==> src/rtl/hazard_controller_rv_if.sv <==
// Hazard controller bundle: pipeline hazard inputs and the
// stall/flush/drain controls plus counters driven back to the pipeline.
interface hazard_controller_rv_if #(
    parameter int CNT_W = 16
);
    logic             ID_Ex_MemRead;
    logic [4:0]       ID_Ex_Rd;
    logic [4:0]       IF_Id_Rs1;
    logic [4:0]       IF_Id_Rs2;
    logic             IF_Id_UsesRs2;
    logic             branchTaken;
    logic             memBusy;
    logic             drainReq;
    logic             clearCounters;
    logic             PCWrite;
    logic             IF_IdWrite;
    logic             IF_IdFlush;
    logic             ID_ExBubble;
    logic             pipeHold;
    logic             drainAck;
    logic [CNT_W-1:0] stallCount;
    logic [CNT_W-1:0] flushCount;
    logic [1:0]       ctrlState;

    modport master (
        output ID_Ex_MemRead, ID_Ex_Rd, IF_Id_Rs1, IF_Id_Rs2,
        output IF_Id_UsesRs2, branchTaken, memBusy, drainReq,
        output clearCounters,
        input  PCWrite, IF_IdWrite, IF_IdFlush, ID_ExBubble,
        input  pipeHold, drainAck, stallCount, flushCount, ctrlState
    );

    modport slave (
        input  ID_Ex_MemRead, ID_Ex_Rd, IF_Id_Rs1, IF_Id_Rs2,
        input  IF_Id_UsesRs2, branchTaken, memBusy, drainReq,
        input  clearCounters,
        output PCWrite, IF_IdWrite, IF_IdFlush, ID_ExBubble,
        output pipeHold, drainAck, stallCount, flushCount, ctrlState
    );
endinterface

==> src/rtl/hazard_controller_rv.sv <==
// RV pipeline hazard controller: load-use stall, branch flush, drain
// sequencing and memory freeze, with saturating stall/flush counters.
module hazard_controller_rv #(
    parameter int FLUSH_CYCLES = 1,
    parameter int DRAIN_CYCLES = 3,
    parameter int CNT_W        = 16
) (
    input  logic                  clock,
    input  logic                  resetN,
    hazard_controller_rv_if.slave hz
);
    localparam int DW = $clog2(DRAIN_CYCLES + 1) + 1;
    localparam logic [1:0]    FL_RELOAD = 2'(FLUSH_CYCLES - 1);
    localparam logic [DW-1:0] DR_RELOAD = DW'(DRAIN_CYCLES);
    localparam logic [CNT_W-1:0] CNT_MAX = {CNT_W{1'b1}};

    typedef enum logic [1:0] {
        RUN   = 2'b00,
        FLUSH = 2'b01,
        DRAIN = 2'b10
    } state_t;

    state_t           r_state;
    state_t           w_stateNxt;
    logic [1:0]       r_flushRem;
    logic [1:0]       w_flushRemNxt;
    logic [DW-1:0]    r_drainCnt;
    logic [DW-1:0]    w_drainCntNxt;
    logic [CNT_W-1:0] r_stallCnt;
    logic [CNT_W-1:0] r_flushCnt;

    logic w_loadUse;
    logic w_rs1Hit;
    logic w_rs2Hit;
    logic w_pcWrite;
    logic w_ifIdWrite;
    logic w_ifIdFlush;
    logic w_idExBubble;
    logic w_pipeHold;
    logic w_drainAck;

    assign w_rs1Hit  = (hz.ID_Ex_Rd == hz.IF_Id_Rs1);
    assign w_rs2Hit  = hz.IF_Id_UsesRs2 & (hz.ID_Ex_Rd == hz.IF_Id_Rs2);
    assign w_loadUse = hz.ID_Ex_MemRead & (hz.ID_Ex_Rd != 5'd0)
                     & (w_rs1Hit | w_rs2Hit);

    always_comb begin
        w_pcWrite     = 1'b1;
        w_ifIdWrite   = 1'b1;
        w_ifIdFlush   = 1'b0;
        w_idExBubble  = 1'b0;
        w_pipeHold    = 1'b0;
        w_drainAck    = 1'b0;
        w_stateNxt    = r_state;
        w_flushRemNxt = r_flushRem;
        w_drainCntNxt = r_drainCnt;

        if (!resetN) begin
            w_pcWrite    = 1'b0;
            w_ifIdWrite  = 1'b0;
            w_ifIdFlush  = 1'b1;
            w_idExBubble = 1'b1;
        end else if (hz.memBusy) begin
            // Full freeze: no sequencing state advances while memory stalls
            w_pcWrite   = 1'b0;
            w_ifIdWrite = 1'b0;
            w_pipeHold  = 1'b1;
        end else begin
            unique case (r_state)
                RUN: begin
                    if (hz.branchTaken) begin
                        w_ifIdFlush  = 1'b1;
                        w_idExBubble = 1'b1;
                        if (FLUSH_CYCLES > 1) begin
                            w_stateNxt    = FLUSH;
                            w_flushRemNxt = FL_RELOAD;
                        end
                    end else if (hz.drainReq) begin
                        w_pcWrite     = 1'b0;
                        w_ifIdWrite   = 1'b0;
                        w_idExBubble  = 1'b1;
                        w_stateNxt    = DRAIN;
                        w_drainCntNxt = DR_RELOAD;
                    end else if (w_loadUse) begin
                        w_pcWrite    = 1'b0;
                        w_ifIdWrite  = 1'b0;
                        w_idExBubble = 1'b1;
                    end
                end
                FLUSH: begin
                    w_ifIdFlush  = 1'b1;
                    w_idExBubble = 1'b1;
                    if (hz.branchTaken) begin
                        w_flushRemNxt = FL_RELOAD;
                    end else if (r_flushRem <= 2'd1) begin
                        w_stateNxt    = RUN;
                        w_flushRemNxt = 2'd0;
                    end else begin
                        w_flushRemNxt = r_flushRem - 2'd1;
                    end
                end
                DRAIN: begin
                    w_idExBubble = 1'b1;
                    if (hz.branchTaken) begin
                        w_ifIdFlush   = 1'b1;
                        w_drainCntNxt = DR_RELOAD;
                    end else begin
                        w_pcWrite   = 1'b0;
                        w_ifIdWrite = 1'b0;
                        // Entry cycle counts as the first drain cycle
                        if (r_drainCnt <= DW'(2)) begin
                            w_drainAck    = 1'b1;
                            w_stateNxt    = RUN;
                            w_drainCntNxt = '0;
                        end else begin
                            w_drainCntNxt = r_drainCnt - DW'(1);
                        end
                    end
                end
                default: begin
                    w_stateNxt    = RUN;
                    w_flushRemNxt = 2'd0;
                    w_drainCntNxt = '0;
                end
            endcase
        end
    end

    always_ff @(posedge clock) begin
        if (!resetN) begin
            r_state    <= RUN;
            r_flushRem <= 2'd0;
            r_drainCnt <= '0;
        end else begin
            r_state    <= w_stateNxt;
            r_flushRem <= w_flushRemNxt;
            r_drainCnt <= w_drainCntNxt;
        end
    end

    always_ff @(posedge clock) begin
        if (!resetN) begin
            r_stallCnt <= '0;
            r_flushCnt <= '0;
        end else if (hz.clearCounters) begin
            r_stallCnt <= '0;
            r_flushCnt <= '0;
        end else begin
            if (!w_pcWrite && (r_stallCnt != CNT_MAX)) begin
                r_stallCnt <= r_stallCnt + CNT_W'(1);
            end
            if (w_ifIdFlush && (r_flushCnt != CNT_MAX)) begin
                r_flushCnt <= r_flushCnt + CNT_W'(1);
            end
        end
    end

    assign hz.PCWrite     = w_pcWrite;
    assign hz.IF_IdWrite  = w_ifIdWrite;
    assign hz.IF_IdFlush  = w_ifIdFlush;
    assign hz.ID_ExBubble = w_idExBubble;
    assign hz.pipeHold    = w_pipeHold;
    assign hz.drainAck    = w_drainAck;
    assign hz.stallCount  = r_stallCnt;
    assign hz.flushCount  = r_flushCnt;
    assign hz.ctrlState   = r_state;
endmodule

==> src/flat_wrapper.sv <==
// flat-port wrapper written by rule: the top's interface ports become plain ports
module hazard_controller_rv_flat 
#(
    parameter int FLUSH_CYCLES = 1,
    parameter int DRAIN_CYCLES = 3,
    parameter int CNT_W        = 16
)
  (clock, resetN, hz_ID_Ex_MemRead, hz_ID_Ex_Rd, hz_IF_Id_Rs1, hz_IF_Id_Rs2, hz_IF_Id_UsesRs2, hz_branchTaken, hz_memBusy, hz_drainReq, hz_clearCounters, hz_PCWrite, hz_IF_IdWrite, hz_IF_IdFlush, hz_ID_ExBubble, hz_pipeHold, hz_drainAck, hz_stallCount, hz_flushCount, hz_ctrlState);
  hazard_controller_rv_if #(.CNT_W(CNT_W)) hz_i ();
  input  logic clock;
  input  logic resetN;
  input wire logic [$bits(hz_i.ID_Ex_MemRead)-1:0] hz_ID_Ex_MemRead;
  input wire logic [$bits(hz_i.ID_Ex_Rd)-1:0] hz_ID_Ex_Rd;
  input wire logic [$bits(hz_i.IF_Id_Rs1)-1:0] hz_IF_Id_Rs1;
  input wire logic [$bits(hz_i.IF_Id_Rs2)-1:0] hz_IF_Id_Rs2;
  input wire logic [$bits(hz_i.IF_Id_UsesRs2)-1:0] hz_IF_Id_UsesRs2;
  input wire logic [$bits(hz_i.branchTaken)-1:0] hz_branchTaken;
  input wire logic [$bits(hz_i.memBusy)-1:0] hz_memBusy;
  input wire logic [$bits(hz_i.drainReq)-1:0] hz_drainReq;
  input wire logic [$bits(hz_i.clearCounters)-1:0] hz_clearCounters;
  output wire logic [$bits(hz_i.PCWrite)-1:0] hz_PCWrite;
  output wire logic [$bits(hz_i.IF_IdWrite)-1:0] hz_IF_IdWrite;
  output wire logic [$bits(hz_i.IF_IdFlush)-1:0] hz_IF_IdFlush;
  output wire logic [$bits(hz_i.ID_ExBubble)-1:0] hz_ID_ExBubble;
  output wire logic [$bits(hz_i.pipeHold)-1:0] hz_pipeHold;
  output wire logic [$bits(hz_i.drainAck)-1:0] hz_drainAck;
  output wire logic [$bits(hz_i.stallCount)-1:0] hz_stallCount;
  output wire logic [$bits(hz_i.flushCount)-1:0] hz_flushCount;
  output wire logic [$bits(hz_i.ctrlState)-1:0] hz_ctrlState;
  assign hz_i.ID_Ex_MemRead = hz_ID_Ex_MemRead;
  assign hz_i.ID_Ex_Rd = hz_ID_Ex_Rd;
  assign hz_i.IF_Id_Rs1 = hz_IF_Id_Rs1;
  assign hz_i.IF_Id_Rs2 = hz_IF_Id_Rs2;
  assign hz_i.IF_Id_UsesRs2 = hz_IF_Id_UsesRs2;
  assign hz_i.branchTaken = hz_branchTaken;
  assign hz_i.memBusy = hz_memBusy;
  assign hz_i.drainReq = hz_drainReq;
  assign hz_i.clearCounters = hz_clearCounters;
  assign hz_PCWrite = hz_i.PCWrite;
  assign hz_IF_IdWrite = hz_i.IF_IdWrite;
  assign hz_IF_IdFlush = hz_i.IF_IdFlush;
  assign hz_ID_ExBubble = hz_i.ID_ExBubble;
  assign hz_pipeHold = hz_i.pipeHold;
  assign hz_drainAck = hz_i.drainAck;
  assign hz_stallCount = hz_i.stallCount;
  assign hz_flushCount = hz_i.flushCount;
  assign hz_ctrlState = hz_i.ctrlState;
  hazard_controller_rv #(.FLUSH_CYCLES(FLUSH_CYCLES), .DRAIN_CYCLES(DRAIN_CYCLES), .CNT_W(CNT_W)) u_core (.clock(clock), .resetN(resetN), .hz(hz_i));
endmodule
==> config.mk <==
export PLATFORM = sky130hd
export DESIGN_NAME = hazard_controller_rv_flat
export DESIGN_NICKNAME = d
export VERILOG_FILES = /design/src/rtl/hazard_controller_rv_if.sv /design/src/rtl/hazard_controller_rv.sv /design/src/flat_wrapper.sv
export SDC_FILE = /design/constraint.sdc
export NUM_CORES = 1
export LEC_CHECK = 0
export ABC_CLOCK_PERIOD_IN_PS = 2900
export CORE_MARGIN = 3
export CORE_UTILIZATION = 45
export DETAILED_ROUTE_END_ITERATION = 10
export MAX_ROUTING_LAYER = met4
export PLACE_DENSITY = 0.78
export SLEW_MARGIN = 20
export SYNTH_ARGS = -nofsm -noshare
export SYNTH_HDL_FRONTEND = slang
export SYNTH_SLANG_ARGS = --single-unit
==> constraint.sdc <==
create_clock -name clock -period 2.9 [get_ports clock]
set_clock_uncertainty 0.2 [all_clocks]
set_input_delay 0.29 -clock clock [delete_from_list [all_inputs] [get_ports clock]]
set_output_delay 0.29 -clock clock [all_outputs]
set_load 0.01 [all_outputs]
==> results of run 1 <==
-- power breakdown --
| part | internal, mW | leakage, nW | total [mW] | switching (mW) |
|---|---|---|---|---|
| combinational | 0.0706 | 0.668 | 0.131 | 0.0608 |
| clock | 0.193 | 0.0445 | 0.377 | 0.184 |
| sequential | 0.499 | 0.291 | 0.506 | 0.00662 |
-- routing by layer --
layer | vias up | share of wire
li1 | 1007 | -
met1 | 910 | 0.47
met2 | 65 | 0.45
met3 | 6 | 0.068
met4 | 0 | 0.011
met5 | - | 0
-- final timing paths --
path	from	depth (start not counted)	to
worst min-delay path	u_core.hz.stallCount[6]$_SDFFE_PP0P_	2	u_core.hz.stallCount[6]$_SDFFE_PP0P_
worst max-delay path	hz_ID_Ex_Rd[4]	8	u_core.hz.stallCount[11]$_SDFFE_PP0P_
worst min register to register	u_core.hz.stallCount[6]$_SDFFE_PP0P_	2	u_core.hz.stallCount[6]$_SDFFE_PP0P_
worst max register to register	u_core.hz.stallCount[0]$_SDFFE_PP0P_	8	u_core.hz.stallCount[11]$_SDFFE_PP0P_
-- logic make-up after synthesis --
| family | Yosys count | synth area share |
|---|---|---|
| XOR/XNOR | 26 | 0.1165 |
| other | 1 | 0.001919 |
| multiplexers | 2 | 0.01024 |
| adder cells (fa/ha/maj) | 4 | 0.02561 |
| AND/OR/NAND/NOR | 108 | 0.2881 |
| flip-flops | 36 | 0.3688 |
| AO/OA/AOI/OAI | 48 | 0.1485 |
| buffers and inverters | 17 | 0.04032 |
-- cell type report --
cell class | instances | area, µm² | share of cell area
timing repair buffer | 70 | 685.7 | 0.2485
inverter | 10 | 37.54 | 0.01361
clock inverter | 1 | 7.507 | 0.002721
clock buffer | 7 | 86.33 | 0.03129
sequential | 36 | 720.7 | 0.2612
multi-input combinational | 189 | 1159 | 0.4200
tap | 50 | 62.56 | 0.02268
-- sequential cells by signal (all words and copies together), names as in the netlist --
| name | count |
|---|---|
| u_core.hz.ctrlState | 1 |
| u_core.hz.flushCount | 16 |
| u_core.hz.stallCount | 16 |
| u_core.r_drainCnt | 3 |
-- worst reg2reg max path: cells and delay by family (launching register included) --
| family | cells | cell delay [ns] |
|---|---|---|
| compound gates | 1 | 0.15 |
| fa+ha+maj | 1 | 0.24 |
| simple gates | 6 | 1.48 |
| flops | 1 | 0.36 |
-- metrics by stage --
step | utilization | setup TNS (ns)
after floorplan | - | 0
after global placement | 0.6494 | -0.1826
after detailed placement | 0.6494 | -0.4587
after CTS | 0.6724 | 0
after global routing | 0.6751 | 0
final | 0.6751 | 0
-- layout by cell type (no fill, tap or decap), types with 2 or more instances in the layout --
master / synthesis / layout
a21oi_1: 16 / 16
xnor2_1: 11 / 11
o21a_1: 3 / 3
mux2i_1: 2 / 2
xor2_1: 15 / 15
clkbuf_8: 0 / 6
nand2_1: 16 / 16
and4_1: 3 / 3
o21ai_0: 14 / 12
or4_1: 4 / 4
dfxtp_1: 36 / 36
clkdlybuf4s50_1: 0 / 58
ha_1: 4 / 4
nor4_1: 3 / 3
buf_4: 2 / 9
nor2b_1: 2 / 2
nor3_1: 4 / 4
nand3_1: 15 / 15
o31ai_1: 4 / 4
a41oi_1: 2 / 2
nand4_1: 6 / 6
dlymetal6s2s_1: 0 / 3
and3_1: 7 / 7
nand2b_1: 2 / 2
nor4b_1: 2 / 2
or3_1: 7 / 7
nor2_1: 32 / 32
inv_1: 9 / 9
-- repair_timing --
item,CTS,global route
hold endpoints to repair,0,0
gates resized for setup,2,4
setup buffers,0,0
pin swaps,0,2
endpoints found under the setup margin,2,3
==> impl_metrics.yaml, run 1 <==
placed_design:
  pre_cts_ws_ns: -0.1355
  port_buffers: 61
  gp_congestion: 0.8463
  placed_cell_area_mm2: 0.002654
  dp_hpwl_um: 3787
  placed_cells: 355
global_routing:
  grt_pass1_wl_um: 8273
  use_met1: 0.2558
  busiest_layer: "met2"
  antenna_found_initial: 0
  grt_use_total: 0.2038
  globalRouteMet3Util: 0.05125
  grt_max_degree: 19
  grt_pass1_vias: 1882
  gr-total-overflow: 0
  grt_use_met2: 0.3265
drt:
  first_pass_iters: 4
  dr_total_vias: 1988
  drc: 0
  wl_per_cell_um: 13.76
  detail-route-antenna-nets: 0
  first_iter_violations: 112
  finalWirelength_um: 4996
  viasPerCell: 5.477
yosys:
  yosysMostFrequentCell: "dfxtp_1"
  synth_common_cells: "dfxtp_1, nor2_1, a21oi_1, nand2_1"
  synth_top_area_cell: "dfxtp_1"
  yosys_warnings: 0
  synth-main-ff-cell: "dfxtp_1"
  yosys.cell_types.count: 43
  synth_area_mm2: 0.001954
  avgSynthCellArea_um2: 8.076
  synth-seq-area-share: 0.3688
  ys_ff_latch: 36
  synth_nets: 269
  netlist_instances: 242
  async_flop_share: 0
  netlist.area_leader.share: 0.3688
  synth_edf_count: 0
  yosys-top-cells-area: "dfxtp_1, xor2_1, nor2_1"
clock_tree:
  cts_tree: "built"
  cts_sinks: 36
  cts_hold_buf: 0
  clk_pin_slew_worst_paths_ns: 0.08
  htreeDepth: 2
  cts-root-buf: "clkbuf_8"
  cts_buffers: 5
  clk_path_buf_depth: 2
  insertion_delay_ns: 0.29
floorplanning:
  core_mm2: 0.004086
  start_util: 0.4783
  die-area_mm2: 0.005170
  io_pins: 63
  num_rows: 23
  die_h_um: 71.90
  die_x_um: 71.90
layout:
  drive_gt1_frac: 0.06709
  n_antenna_cell: 0
  syn2layout_area_growth_pct: 41.17
  final_cells: 363
  fillCellCount: 367
  nets: 339
  fin_area_mm2: 0.002759
sta:
  finalSetupViolations: 0
  fmax_mhz: 365.5
  worst_pin_slew_ns: 0.6296
  fin_crit_ns: 2.736
  rsz0062_at_grt: "false"
  slew_viol_final: 0
  slew_headroom: 0.5744
  hold_violations: 0
  fin_crit_sh: 0.9434
  hold_ws_ns: 0.2998
  setup_slack_ns: 0.1641
power:
  power_mw: 1.015
  irDropWorstVdd_mv: 0.2796
  p_leak_nw: 1.004
  power.density_mw_per_mm2: 367.9
setup_path:
  crit_path_cell_trace: "clkdlybuf4s50_1, xor2_1, nor4_2, a32oi_1, or4_4, and2_4, or4_1, a21oi_1"
  start_kind: "input pin"
  crit_buf_inv: 1
  crit_fanout: 18
  cp.arrival_ns: 2.75
  required_ns: 2.92
  slowest_stage: "or4_4"
  cpPeakStageDelay_ns: 0.50
  critPathTopFamily: "simple AND/OR/NAND/NOR gates"
  critPathCaptureType: "flop"
  criticalPathCategory: "in2reg"
  r2r_slack_ns: 0.40
status:
  status: "complete, no violations"
flow_run:
  maxCapViolations: 0
hold_path:
  min_path_type: "reg2reg"
Note: power is estimated with default switching activity, not from simulation.
==> run 2, diff against run 1 <==
CAP_MARGIN = 30   (was default)
CTS_BUF_LIST = sky130_fd_sc_hd__clkbuf_8   (was default)
==> impl_metrics.yaml, run 2 (synthesis results as in run 1) <==
sta:
  hold_ws_ns: 0.2998
  fmax_mhz: 365.5
  setup_slack_ns: 0.1642
  slew_viol_final: 0
  fin_crit_ns: 2.736
  fin_crit_sh: 0.9434
  finalSetupViolations: 0
  hold_violations: 0
  worst_pin_slew_ns: 0.6328
  rsz0062_at_grt: "false"
  slew_headroom: 0.5722
drt:
  dr_total_vias: 1992
  dr_wl_met2_um: 2269
  first_iter_violations: 112
  routed.top_layer: "met4"
  wl_met1_um: 2342
  detail-route-antenna-nets: 0
  drc: 0
  first_pass_iters: 4
  finalWirelength_um: 5009
  wl_met3_um: 343
  viasPerCell: 5.488
  wl_per_cell_um: 13.80
floorplanning:
  die-area_mm2: 0.005170
  die_h_um: 71.90
  start_util: 0.4783
  die_x_um: 71.90
  io_pins: 63
  core_mm2: 0.004086
  num_rows: 23
layout:
  finish.utilization: 0.6751
  layout.cells.most_common_list: "clkdlybuf4s50_1, dfxtp_1, nor2_1, a21oi_1, nand2_1"
  nets: 339
  final_cells: 363
  n_antenna_cell: 0
  syn2layout_area_growth_pct: 41.17
  layout_commonest_cell: "clkdlybuf4s50_1"
  drive_gt1_frac: 0.06709
global_routing:
  grt_max_degree: 19
  grt_pass1_wl_um: 8273
  gr-total-overflow: 0
  grt_use_total: 0.2038
  antenna_found_initial: 0
  grt_pass1_vias: 1882
setup_path:
  criticalPathCategory: "in2reg"
  crit_fanout: 18
  reg2reg_depth: 8
  required_ns: 2.92
  cp.arrival_ns: 2.75
  r2r_slack_ns: 0.40
  timing.rr.start: "u_core.hz.stallCount[0]$_SDFFE_PP0P_"
  critPathCaptureType: "flop"
  r2r_end: "u_core.hz.stallCount[11]$_SDFFE_PP0P_"
  start_kind: "input pin"
clock_tree:
  cts_setup_buffers: 0
  clk_pin_slew_worst_paths_ns: 0.08
  clk_path_buf_depth: 2
  cts-root-buf: "clkbuf_8"
  cts_sinks: 36
  htreeDepth: 2
  insertion_delay_ns: 0.29
  cts_buffers: 5
  cts_tree: "built"
hold_path:
  min_path_cells: 2
  min_path_type: "reg2reg"
  hold_path.startpoint: "u_core.hz.stallCount[6]$_SDFFE_PP0P_"
  whs_endpoint: "u_core.hz.stallCount[6]$_SDFFE_PP0P_"
power:
  p_leak_nw: 1.008
  irDropWorstVdd_mv: 0.2798
  power_mw: 1.011
  power.density_mw_per_mm2: 366.5
placed_design:
  gp_congestion: 0.8463
  dp_hpwl_um: 3787
  pre_cts_ws_ns: -0.1355
  placed_cells: 355
  port_buffers: 61
flow_run:
  maxCapViolations: 0
status:
  status: "complete, no violations"
## run 2: worst max-delay path by stage
stage                                                     from                               endpoint  depth (start not counted)
after floorplan           u_core.hz.stallCount[0]$_SDFFE_PP0P_  u_core.hz.stallCount[11]$_SDFFE_PP0P_                          9
after global placement                          hz_ID_Ex_Rd[4]  u_core.hz.stallCount[11]$_SDFFE_PP0P_                          8
after detailed placement                        hz_ID_Ex_Rd[4]  u_core.hz.stallCount[11]$_SDFFE_PP0P_                          8
after CTS                                       hz_ID_Ex_Rd[1]                             hz_PCWrite                          7
after global routing                            hz_ID_Ex_Rd[4]  u_core.hz.stallCount[11]$_SDFFE_PP0P_                          8
final                                           hz_ID_Ex_Rd[4]  u_core.hz.stallCount[11]$_SDFFE_PP0P_                          8
## run 2: worst max-delay path: stages
cell             delay [ns]
clkdlybuf4s50_1        0.47
xor2_1                 0.20
nor4_2                 0.29
a32oi_1                0.16
or4_4                  0.50
and2_4                 0.22
or4_1                  0.48
a21oi_1                0.15
## run 2: final cells by class
class                           count  area (µm²)
Inverter                           10       37.54
Clock buffer                        6       82.58
Tap cell                           50       62.56
Clock inverter                      2       11.26
Timing Repair Buffer               70       685.7
Fill cell                         367        1328
Sequential cell                    36       720.7
Multi-Input combinational cell    189        1159
## run 2: routing by layer
layer | track usage | vias up
met4 | 0.05637 | 0
li1 | - | 1008
met1 | 0.2558 | 913
met3 | 0.05125 | 6
met2 | 0.3265 | 65
met5 | - | -
## run 2: stage by stage
stage	TNS, ns	cell area (µm²)
detailed placement	-0.4587	2654
global route	0	2759
CTS	0	2748
global placement	-0.1826	2654
finish	0	2759
floorplan	0	1954
## run 2: where the power goes
group	internal [mW]	switching, mW
clock	0.190	0.184
sequential	0.499	0.00661
combinational	0.0706	0.0608
total	0.760	0.251
## run 2: what timing repair did
item	CTS	global route
endpoints found under the setup margin	2	3
cloned	0	0
gates resized for setup	2	4
hold buffers	0	0
hold endpoints to repair	0	0
pin swaps	0	2
==> run 3, diff against run 2 <==
CORE_ASPECT_RATIO = 0.6   (was default)
==> impl_metrics.yaml, run 3 (synthesis results as in run 1) <==
layout:
  drive_gt1_frac: 0.06709
  finish.utilization: 0.7040
  n_antenna_cell: 0
  ff_latch_area_um2: 720.7
  fin_area_mm2: 0.002755
  nets: 340
  final_cells: 370
  layout.cells.most_common_list: "clkdlybuf4s50_1, dfxtp_1, nor2_1, a21oi_1, nand2_1"
  fillCellCount: 354
  multiInputGateArea_mm2: 0.001159
  layout_commonest_cell: "clkdlybuf4s50_1"
  syn2layout_area_growth_pct: 40.97
drt:
  wl_per_cell_um: 13.45
  first_pass_iters: 4
  first_iter_violations: 115
  dr_total_vias: 1980
  routed.top_layer: "met4"
  wl_met1_um: 2517
  drc: 0
  viasPerCell: 5.351
  wl_met3_um: 425
  detail-route-antenna-nets: 0
  dr_wl_met2_um: 1982
  finalWirelength_um: 4978
sta:
  worst_pin_slew_ns: 0.5894
  final.setup.tns_ns: 0
  finalSetupViolations: 0
  slew_headroom: 0.6016
  hold_violations: 0
  fin_crit_sh: 0.9404
  fmax_mhz: 366.7
  fin_crit_ns: 2.727
  rsz0062_at_grt: "false"
  slew_viol_final: 0
floorplanning:
  start_util: 0.4994
  die-area_mm2: 0.005196
  io_pins: 63
  die_h_um: 57.05
  num_rows: 17
  core_mm2: 0.003914
  die_x_um: 91.08
global_routing:
  grt_pass1_vias: 1809
  grt_pass1_wl_um: 8535
  gr-total-overflow: 0
  antenna_found_initial: 0
  grt_max_degree: 32
  grt_use_total: 0.2059
power:
  p_leak_nw: 1.004
  irDropWorstVdd_mv: 0.2036
  pwr-share-clk: 0.336
  p_int_mw: 0.7308
  pwr-share-seq: 0.526
  power.density_mw_per_mm2: 349.2
  pwr-share-comb: 0.137
  switching_share: 0.2404
  p_switching_mw: 0.2313
  power_mw: 0.9621
placed_design:
  placed_cell_area_mm2: 0.002670
  dp_hpwl_um: 3845
  port_buffers: 61
  gp_congestion: 0.8246
  placed_cells: 363
setup_path:
  required_ns: 2.91
  start_kind: "input pin"
  critPathCaptureType: "flop"
  crit_fanout: 18
  cp.arrival_ns: 2.74
  criticalPathCategory: "in2reg"
hold_path:
  min_path_type: "reg2reg"
status:
  status: "complete, no violations"
flow_run:
  maxCapViolations: 0
clock_tree:
  clk_pin_slew_worst_paths_ns: 0.07
  cts_sinks: 36
  cts-root-buf: "clkbuf_8"
  insertion_delay_ns: 0.28
  cts_tree: "built"
  cts_setup_buffers: 0
  clk_path_buf_depth: 2
  cts_buffers: 5
  htreeDepth: 2
[run 3: changes by cell type in the layout (fill, tap and decap cells not counted), sizes merged]
cell	before	now
buf	9	10
clkbuf	6	5
clkinv	1	2
clkinvlp	1	0
dlygate4sd2	0	1
dlymetal6s2s	3	2
[run 3: what timing repair did]
action / in CTS / in global routing
endpoints found under the setup margin: 3 / 2
resized for setup: 3 / 2
cloned: 0 / 0
hold buffers: 0 / 0
[run 3: power by group through the flow]
stage / logic [mW] / clock network (mW) / registers, mW
floorplan: 0.0615 / 0 / 0.518
global placement: 0.130 / 0 / 0.518
detailed placement: 0.132 / 0 / 0.518
CTS: 0.133 / 0.340 / 0.506
global route: 0.147 / 0.359 / 0.507
finish: 0.132 / 0.324 / 0.506
[run 3: worst max-delay path, stage by stage]
cell             delay [ns]
clkdlybuf4s50_1        0.48
xor2_1                 0.20
nor4_2                 0.25
a32oi_1                0.17
or4_4                  0.51
and2_4                 0.23
or4_1                  0.47
a21oi_1                0.15
[run 3: routing by layer]
| metal | vias up | GRT usage |
|---|---|---|
| met4 | 0 | 0.06438 |
| met5 | - | - |
| met2 | 77 | 0.2762 |
| met3 | 5 | 0.05929 |
| met1 | 894 | 0.2941 |
| li1 | 1004 | - |
[run 3: layout make-up]
cell class,instances,share of cell area
inverter,10,0.01362
sequential,36,0.2616
tap,57,0.02589
clock buffer,5,0.02498
clock inverter,2,0.003179
timing repair buffer,71,0.2502
multi-input combinational,189,0.4205
[run 3: metrics by stage]
stage | worst slack (ns) | hold slack, ns
2_1_floorplan | 0.4381 | 0.2594
3_3_place_gp | -0.06301 | 0.2808
3_5_place_dp | -0.09582 | 0.3023
4_1_cts | 0.01280 | 0.3123
5_1_grt | 0.06178 | 0.3602
6_report | 0.1728 | 0.3028
[run 3: path summary, 6_finish.rpt]
kind | cells after the start | startpoint | to | slack (ns)
hold / removal | 2 | u_core.hz.stallCount[6]$_SDFFE_PP0P_ | u_core.hz.stallCount[6]$_SDFFE_PP0P_ | 0.30
setup reg to reg | 8 | u_core.hz.stallCount[0]$_SDFFE_PP0P_ | u_core.hz.stallCount[11]$_SDFFE_PP0P_ | 0.39
setup / recovery | 8 | hz_ID_Ex_Rd[2] | u_core.hz.stallCount[11]$_SDFFE_PP0P_ | 0.17
hold reg to reg | 2 | u_core.hz.stallCount[6]$_SDFFE_PP0P_ | u_core.hz.stallCount[6]$_SDFFE_PP0P_ | 0.30
